--- src/rtl/multi_ch_prescaler.sv ---
// rtl/multi_ch_prescaler.sv - multi-channel programmable clock prescaler with tick and square outputs
//
// Each channel divides sysclk by a runtime-programmable divisor D, giving a
// one-cycle tick every D cycles and a 50% square output of period 2*D.
// New divisors are staged in a pending register and only take effect at a
// terminal count or a sync pulse, so no output period is ever truncated.
//
// Ports:
//   sysclk     - system clock, rising edge
//   i_rst      - synchronous active-high reset
//   i_en       - per-channel run enable (counter and o_clk hold when low)
//   i_sync     - single-cycle pulse restarting every channel in phase
//   i_div_wr   - divisor write strobe
//   i_div_ch   - channel addressed by the write
//   i_div_val  - new divisor (must be >= 2)
//   o_tick     - one-cycle strobe per terminal count, per channel
//   o_clk      - square output toggling at each terminal count, per channel
//   o_div_err  - one-cycle pulse after a rejected write
module multi_ch_prescaler #(
    parameter int N_CH        = 2,
    parameter int DIV_W       = 16,
    parameter int DEFAULT_DIV = 60,
    localparam int CH_W       = (N_CH > 1) ? $clog2(N_CH) : 1
) (
    input  logic             sysclk,
    input  logic             i_rst,
    input  logic [N_CH-1:0]  i_en,
    input  logic             i_sync,
    input  logic             i_div_wr,
    input  logic [CH_W-1:0]  i_div_ch,
    input  logic [DIV_W-1:0] i_div_val,
    output logic [N_CH-1:0]  o_tick,
    output logic [N_CH-1:0]  o_clk,
    output logic             o_div_err
);

    logic [DIV_W-1:0] cnt      [N_CH];
    logic [DIV_W-1:0] div      [N_CH];
    logic [DIV_W-1:0] pend_div [N_CH];
    logic [N_CH-1:0]  pend_vld;
    logic [N_CH-1:0]  tick_q;
    logic [N_CH-1:0]  clk_q;
    logic             err_q;
    logic             wr_ok;

    // A write is accepted only for a divisor of at least 2 aimed at an
    // existing channel; anything else is dropped and flagged.
    assign wr_ok = i_div_wr && (i_div_val >= DIV_W'(2)) && (32'(i_div_ch) < N_CH);

    always_ff @(posedge sysclk) begin
        if (i_rst) begin
            for (int c = 0; c < N_CH; c++) begin
                cnt[c]      <= '0;
                div[c]      <= DIV_W'(DEFAULT_DIV);
                pend_div[c] <= DIV_W'(DEFAULT_DIV);
            end
            pend_vld <= '0;
            tick_q   <= '0;
            clk_q    <= '0;
            err_q    <= 1'b0;
        end else begin
            err_q <= i_div_wr && !wr_ok;
            for (int c = 0; c < N_CH; c++) begin
                if (i_sync) begin
                    // Restart in phase; a same-cycle write beats any staged value.
                    cnt[c]      <= '0;
                    clk_q[c]    <= 1'b0;
                    tick_q[c]   <= 1'b0;
                    pend_vld[c] <= 1'b0;
                    if (wr_ok && i_div_ch == CH_W'(c))
                        div[c] <= i_div_val;
                    else if (pend_vld[c])
                        div[c] <= pend_div[c];
                end else begin
                    tick_q[c] <= 1'b0;
                    if (i_en[c]) begin
                        if (cnt[c] == div[c] - DIV_W'(1)) begin
                            cnt[c]    <= '0;
                            tick_q[c] <= 1'b1;
                            clk_q[c]  <= ~clk_q[c];
                            if (pend_vld[c]) begin
                                div[c]      <= pend_div[c];
                                pend_vld[c] <= 1'b0;
                            end
                        end else begin
                            cnt[c] <= cnt[c] + DIV_W'(1);
                        end
                    end
                    // Placed after the wrap so a write landing on the terminal
                    // count stays pending for the following wrap.
                    if (wr_ok && i_div_ch == CH_W'(c)) begin
                        pend_div[c] <= i_div_val;
                        pend_vld[c] <= 1'b1;
                    end
                end
            end
        end
    end

    assign o_tick    = tick_q;
    assign o_clk     = clk_q;
    assign o_div_err = err_q;

endmodule

--- config.mk ---
export PLATFORM = sky130hd
export DESIGN_NAME = multi_ch_prescaler
export DESIGN_NICKNAME = d
export VERILOG_FILES = /design/src/rtl/multi_ch_prescaler.sv
export SDC_FILE = /design/constraint.sdc
export NUM_CORES = 1
export LEC_CHECK = 0
export BUFFER_PORTS_ARGS = -buffer_cell sky130_fd_sc_hd__buf_2
export CAP_MARGIN = 15
export CORE_MARGIN = 2
export CORE_UTILIZATION = 55
export DETAILED_ROUTE_END_ITERATION = 12
export GPL_TIMING_DRIVEN = 0
export MAX_ROUTING_LAYER = met4
export PLACE_DENSITY = 0.8
export SYNTH_ARGS = -nofsm -noshare
export SYNTH_HDL_FRONTEND = slang
export SYNTH_SLANG_ARGS = --single-unit
--- constraint.sdc ---
create_clock -name sysclk -period 9.4 [get_ports sysclk]
set_clock_uncertainty 0.15 [all_clocks]
set_input_delay 0.47 -clock sysclk [delete_from_list [all_inputs] [get_ports sysclk]]
set_output_delay 0.47 -clock sysclk [all_outputs]
set_load 0.01 [all_outputs]
* Word-level counts from Yosys, hierarchy flattened *
Memory sizes are Yosys's and may differ from the RTL's.
Cells that the tools add are included.

storage, ports and cells
  bits in writable memories = 96
  logic and storage cells = 126
  bits in registers = 7
  memories = 3
  output and inout bits = 5

memory list
  memory    words  width  read ports  clocked after Yosys merged registers in  wr ports  RTL line  RTL
  cnt       2      16     2           0                                        2         37        logic [DIV_W-1:0] cnt [N_CH];
  div       2      16     2           0                                        2         38        logic [DIV_W-1:0] div [N_CH];
  pend_div  2      16     2           0                                        2         39        logic [DIV_W-1:0] pend_div [N_CH];

cells by class
  $lt $le $gt $ge = 1
  bitwise operators = 17
  mux-type cells = 79
  eq/ne operators = 2
  add/sub/neg operators = 4
  reductions and logical operators = 14

operator list
  kind                                                                                  number
  16-bit 2-to-1 mux                                                                     14
  1-bit 2-to-1 mux                                                                      65
  16-bit by 1-bit adder with 16-bit output, second input constant                       2
  16-bit == test                                                                        2
  16-bit by 1-bit subtractor with 16-bit output, second input constant                  2
  16-bit by 2-bit greater-or-equal comparator with 1-bit output, second input constant  1
  1-bit OR                                                                              14
  2-bit AND reduction                                                                   4
  2-bit nonzero test                                                                    4
  1-bit logical AND                                                                     4
  1-bit inverter                                                                        3
  2-bit OR reduction                                                                    1
  1-bit logical NOT                                                                     1

* Longest topological paths before layout *
Gate-level depths: netlist of the first run.

  word-level depth = 10
  gate-level depth with buffers = 14
  depth with buffers taken out = 10

* Least setup slack after synthesis of the first run *
OpenSTA, ideal clock, no wires.

  path type = register to register
  start = memory div[0][0]
  end = memory div[0][0], enable pin
  data arrival time = 3.640 ns
  setup time = 0.392 ns
  slack = 5.218 ns
  stages on the path, launching flop included = 12
  cells stage by stage = edfxtp_1 inv_1 ha_1 or4b_1 buf_2 or4_4 a211oi_2 nor3_1 or4_1 buf_2 and2_1 o21bai_1

RTL lines
  element      RTL line
  from (decl)  38

==> out/results.ini, run 1 <==
[routing]
drtIter0Drc = 417
drcViolationCount = 0
ant_nets = 0
vias = 4353
vias_per_cell = 6.01
dr.pass1.iters = 6
drt-total-wl_um = 12900
wl_per_cell_um = 17.8

[placement]
dp_hpwl_um = 9650
portBuffers = 27
place_congestion = 0.907

[synthesis]
yosysSeqAreaShare_pct = 51.3
synth_nets = 571
synth_edf_count = 96
synthArstFlopShare_pct = 0
synthesis.area_um2 = 5900
yosys_warnings = 0
synth-main-ff-cell = edfxtp_1
postSynthAreaPerCell_um2 = 10.8
yosysUniqueCellTypes = 64
ys_ff_latch = 103
synthCells = 544

[final_layout]
areaGrowthSynthToFinish_pct = 9.04
final_nets = 610
drive_gt1_share_pct = 13.1
diodes = 0
layout_commonest_cell = edfxtp_1
layout_common_cells = edfxtp_1 (96), nor2_1 (54), nand2_1 (36)

[die]
pin_count = 28
rows = 37
die_area_um2 = 11600
initial_core_util_pct = 56.9
die_w_um = 108
die_height_um = 108
core_area_um2 = 10400

[timing]
setup_viol = 0
setup_tns_ns = 0
rsz0062_at_grt = no
hold_slack_ns = 0.241
slew_headroom_pct = 39.4
slew_violations = 0
period_share_pct = 49.2
worstMarginPinSlew_ns = 0.909
hold_viol = 0
period_minus_slack_ns = 4.62
fmax_mhz = 216

[flow_run]
maxCapViolations = 0

[clocking]
numCtsBuffers = 9
postCtsSetupBuffers = 0
clkSinkCount = 103
clk_path_buf_depth = 2
cts_max_level = 3
worstSkewPairLatency_ns = 0.36
ctsHoldBuffers = 0
cts_tree = done
post_cts_resized = 0
clk_pin_slew_ns = 0.11
cts-root-buf = clkbuf_8

[setup_path]
reg2reg_depth = 12
cp.required_ns = 9.26
worstReg2RegEnd = div[1][13]$_DFFE_PP_
crit_type = flop to flop
reg2reg_setup_slack_ns = 4.78
r2r-start = div[1][0]$_DFFE_PP_
start_kind = flop
arrival_ns = 4.48
crit_path_start = div[1][0]$_DFFE_PP_
end_kind = flop
crit_path_max_fanout = 16

[global_route]
grt_max_degree = 20
grt_pass1_wl_um = 20900
grt_pass1_vias = 4088
grt_overflow_total = 0
antenna_found_initial = 0
track_usage_pct = 24.0

[hold_path]
hold_path_depth = 2
holdPathEnd = o_div_err$_SDFF_PP0_
worstHoldStart = i_div_wr
hold_class = input pin to flop

[run_status]
status = completed

[power]
leakagePower_nw = 2.32
irDropWorstVdd_v = 0.0000851
powerDensity_nw_per_um2 = 145
fin_total_pwr_uw = 935

-- area by class of cell --
cell class,count,area (um^2)
Timing Repair Buffer,28,143
Buffer,28,149
Multi-Input combinational cell,388,2640
Tap cell,136,170
Inverter,25,93.8
Clock inverter,7,88.8
Clock buffer,9,124
Sequential cell,103,3020
Fill cell,851,3940
-- cell families after synthesis --
kind of cell / share of synthesized area, %
flops: 51.3
fa+ha+maj: 0.849
buf+inv: 4.12
mux: 3.48
simple gates: 20.6
xor+xnor: 9.66
compound gates: 10.0
-- worst max-delay path: stages, from the launching register on --
cell	delay, ns
edfxtp_1	0.47
inv_1	0.09
ha_1	0.23
or4b_2	0.66
or4_1	0.51
a2111oi_2	0.38
o211ai_1	0.17
a211oi_2	0.35
nand4_2	0.22
a21o_1	0.23
buf_6	0.14
buf_6	0.16
nand2_1	0.48
-- routing by layer --
metal	vias up	track usage, %	wire length, um	share of wire, %
met3	19	2.66	627	4.9
met4	0	8.06	200	1.6
met1	2096	32.1	5750	45
met5	-	-	0	0
met2	153	38.4	6320	49
li1	2085	-	-	-
-- registers in the layout (all words and copies together), names as in the netlist --
register and flops:
pend_div 32, div 32, o_tick 2, o_clk 2, pend_vld 2, o_div_err 1
cnt 32
-- synthesized netlist by cell type (7+ instances only) --
cell type / instances / area share, %
or4_1: 8 / 1.0
o21ai_0: 7 / 0.59
dfxtp_1: 7 / 2.4
nand3_1: 20 / 1.7
nor4_1: 12 / 1.3
mux2i_1: 16 / 2.7
xor2_1: 32 / 4.8
a21oi_1: 9 / 0.76
and3_1: 12 / 1.3
nand2b_1: 13 / 1.4
clkbuf_1: 17 / 1.1
xnor2_1: 33 / 4.9
inv_1: 25 / 1.6
nand4_1: 9 / 0.95
o221a_2: 9 / 1.7
nor3_1: 20 / 1.7
nand2_1: 36 / 2.3
nor2_1: 54 / 3.4
and2_1: 15 / 1.6
edfxtp_1: 96 / 49
-- report_power, final --
| part | internal [mW] | switching (mW) |
|---|---|---|
| logic | 0.0383 | 0.0564 |
| registers | 0.528 | 0.0209 |
| clock network | 0.129 | 0.163 |
-- how the worst max path moves through the flow --
| stage | cells past startpoint | end | slack (ns) |
|---|---|---|---|
| after floorplan | 11 | div[0][0]$_SDFFCE_PP0P_ | 5.22 |
| after global placement | 11 | div[0][15]$_SDFFCE_PP0P_ | 4.85 |
| after detailed placement | 12 | div[1][2]$_DFFE_PP_ | 4.81 |
| after CTS | 12 | div[1][13]$_DFFE_PP_ | 4.78 |
| after global routing | 12 | div[1][8]$_DFFE_PP_ | 4.62 |
| final | 12 | div[1][13]$_DFFE_PP_ | 4.78 |
-- metrics by stage --
| stage | instance area [um^2] | cells | utilization [%] | setup slack, ns |
|---|---|---|---|---|
| 6_report | 6430 | 724 | 62.0 | 4.78 |
| 5_1_grt | 6430 | 724 | 62.0 | 4.62 |
| 4_1_cts | 6430 | 724 | 62.0 | 4.78 |
| 3_5_place_dp | 6220 | 708 | 59.9 | 4.81 |
| 3_3_place_gp | 6200 | 707 | 59.8 | 4.85 |
| 2_1_floorplan | 5900 | 544 | - | 5.22 |
No activity file was read; power rests on OpenSTA's default activity.
==> run 2: changes to the inputs <==
Settings changed: PLACE_DENSITY 0.8 to 0.82.
Clock period 9.4 ns to 3.75 ns, I/O delays scaled along.
==> run 2 against run 1 <==
Against the previous run: the flow now finishes with violations (negative setup slack); clock-buffer cell count did not move; total power rose to 2.6 times the previous value; utilization rose by 4.8 points; non-clock buffer count rose by 26; clock power rose to 2.5 times the previous value; cell count rose by 3.7%; cell area rose by 7.7%; wire length rose by 6.0%; hold slack got worse by 0.24 ns; register-to-register slack got worse by 4.8 ns; largest cell class unchanged; largest power group unchanged; highest routed layer unchanged.
==> out/results.ini, run 2 (same netlist as run 1, synthesis figures left out) <==
[setup_path]
worstReg2RegEnd = div[1][12]$_DFFE_PP_
reg2reg_depth = 12  ; unchanged
cp.required_ns = 3.82  ; -5.44 ns
crit_path_max_fanout = 6  ; -10
arrival_ns = 3.87  ; -0.61 ns
crit_type = flop to flop
r2r-start = div[0][0]$_SDFFCE_PP0P_
end_kind = flop
start_kind = flop
reg2reg_setup_slack_ns = -0.04  ; -4.82 ns

[routing]
ant_nets = 0  ; unchanged
drtIter0Drc = 465  ; +12%
drcViolationCount = 0  ; unchanged
vias = 4508  ; +3.6%
vias_per_cell = 6.00  ; -0.16%
wl_per_cell_um = 18.2  ; +2.2%
drt-total-wl_um = 13700  ; +6.0%
dr.pass1.iters = 6  ; unchanged

[final_layout]
layout_common_cells = edfxtp_1 (96), nor2_1 (54), xnor2_1 (33)
layout_commonest_cell = edfxtp_1
diodes = 0  ; unchanged
drive_gt1_share_pct = 22.9  ; +9.8 points
top_regs = cnt: 32 flops, div: 32 flops, pend_div: 32 flops
final_nets = 637  ; +4.4%
areaGrowthSynthToFinish_pct = 17.4

[timing]
slew_headroom_pct = 32.9  ; -6.5 points
rsz0062_at_grt = yes
setup_tns_ns = -0.249  ; -0.249 ns
hold_viol = 0  ; unchanged
hold_slack_ns = 0.00568  ; -0.236 ns
period_minus_slack_ns = 3.79  ; -0.830 ns
slew_violations = 0  ; unchanged
fin_ws_ns = -0.0448  ; -4.82 ns
period_share_pct = 101  ; +52 points
setup_viol = 14  ; +14
fmax_mhz = 264  ; +22%
worstMarginPinSlew_ns = 1.00  ; +0.0938 ns

[global_route]
grt_max_degree = 19  ; -5.0%
track_usage_pct = 25.0  ; +1.1 points
grt_pass1_vias = 4289  ; +4.9%
grt_pass1_wl_um = 21500  ; +2.8%
antenna_found_initial = 0  ; unchanged
grt_overflow_total = 0  ; unchanged

[clocking]
worstSkewPairLatency_ns = 0.39  ; +0.03 ns
clk_path_buf_depth = 2  ; unchanged
cts-root-buf = clkbuf_8
clk_pin_slew_ns = 0.11  ; about the same
cts_tree = done
clkSinkCount = 103  ; unchanged
cts_max_level = 3  ; unchanged
numCtsBuffers = 9  ; unchanged

[die]
core_area_um2 = 10400  ; unchanged
rows = 37  ; unchanged
die_height_um = 108  ; unchanged
die_w_um = 108  ; unchanged
die_area_um2 = 11600  ; unchanged
initial_core_util_pct = 56.9  ; unchanged
pin_count = 28  ; unchanged

[flow_run]
maxCapViolations = 0  ; unchanged

[placement]
place_congestion = 0.921  ; +1.6%
dp_hpwl_um = 9500  ; -1.6%
portBuffers = 27  ; unchanged

[power]
fin_total_pwr_mw = 2.40  ; +160%
leakagePower_nw = 2.49  ; +7.6%
irDropWorstVdd_v = 0.000299  ; +250%
powerDensity_nw_per_um2 = 346  ; +140%

[hold_path]
hold_class = input pin to flop
holdPathEnd = pend_div[0][30]$_DFFE_PP_
worstHoldStart = i_div_val[14]
hold_path_depth = 2  ; unchanged

[run_status]
status = finished with violations
violations = negative setup slack

==> run 2: power breakdown <==
part           total, mW  internal [mW]  switching, mW
sequential          1.38           1.32         0.0552
combinational      0.290          0.127          0.163
clock              0.728          0.316          0.412
total               2.40           1.77          0.631
==> run 2: final cells by class <==
type | instances | area, um^2
buffer | 23 | 153
timing repair buffer | 59 | 419
fill | 793 | 3450
multi-input combinational | 389 | 2870
inverter | 25 | 93.8
clock buffer | 9 | 124
sequential | 103 | 3020
tap | 136 | 170
clock inverter | 7 | 76.3
==> run 2: layer usage <==
metal  wire, um  global-route usage [%]
met1       6070                    33.6
met2       6550                    39.0
met3        839                    4.12
met4        214                    8.61
met5          0                       -
==> run 2: stage by stage <==
| step | area [um^2] | instances | worst slack, ns | utilization, % |
|---|---|---|---|---|
| after floorplan | 5930 | 544 | 0.00819 | - |
| after global placement | 6230 | 707 | -0.466 | 60.1 |
| after detailed placement | 6240 | 707 | -0.504 | 60.2 |
| after CTS | 6810 | 750 | -0.153 | 65.7 |
| after global routing | 6920 | 751 | -0.119 | 66.8 |
| final | 6920 | 751 | -0.0448 | 66.8 |
==> run 2: worst max-delay path, stage by stage (launching register included) <==
cell	delay (ns)
edfxtp_1	0.46
inv_2	0.10
ha_4	0.12
or4b_4	0.46
or4_4	0.49
a211oi_2	0.24
nor3_2	0.08
or4_4	0.59
a221oi_4	0.37
buf_6	0.19
buf_6	0.13
nand2_2	0.06
mux2i_2	0.19
==> run 2: repair_timing <==
item | CTS | global route
endpoints found under the hold margin | 8 | 0
pin swaps | 10 | 10
resized for setup | 35 | 27
setup buffers | 20 | 5
gates cloned | 2 | 1
endpoints found under the setup margin | 90 | 84
hold buffers | 5 | 0
==> run 2: worst max-delay path by stage <==
stage / start / to / slack [ns] / depth (start not counted)
global route: div[0][0]$_SDFFCE_PP0P_ / div[1][13]$_DFFE_PP_ / -0.12 / 12
floorplan: div[0][0]$_SDFFCE_PP0P_ / div[0][11]$_SDFFCE_PP0P_ / 0.008 / 12
detailed placement: div[0][0]$_SDFFCE_PP0P_ / div[1][14]$_DFFE_PP_ / -0.50 / 14
finish: div[0][0]$_SDFFCE_PP0P_ / div[1][12]$_DFFE_PP_ / -0.04 / 12
global placement: div[0][0]$_SDFFCE_PP0P_ / div[1][13]$_DFFE_PP_ / -0.47 / 14
CTS: div[0][0]$_SDFFCE_PP0P_ / div[1][14]$_DFFE_PP_ / -0.15 / 14
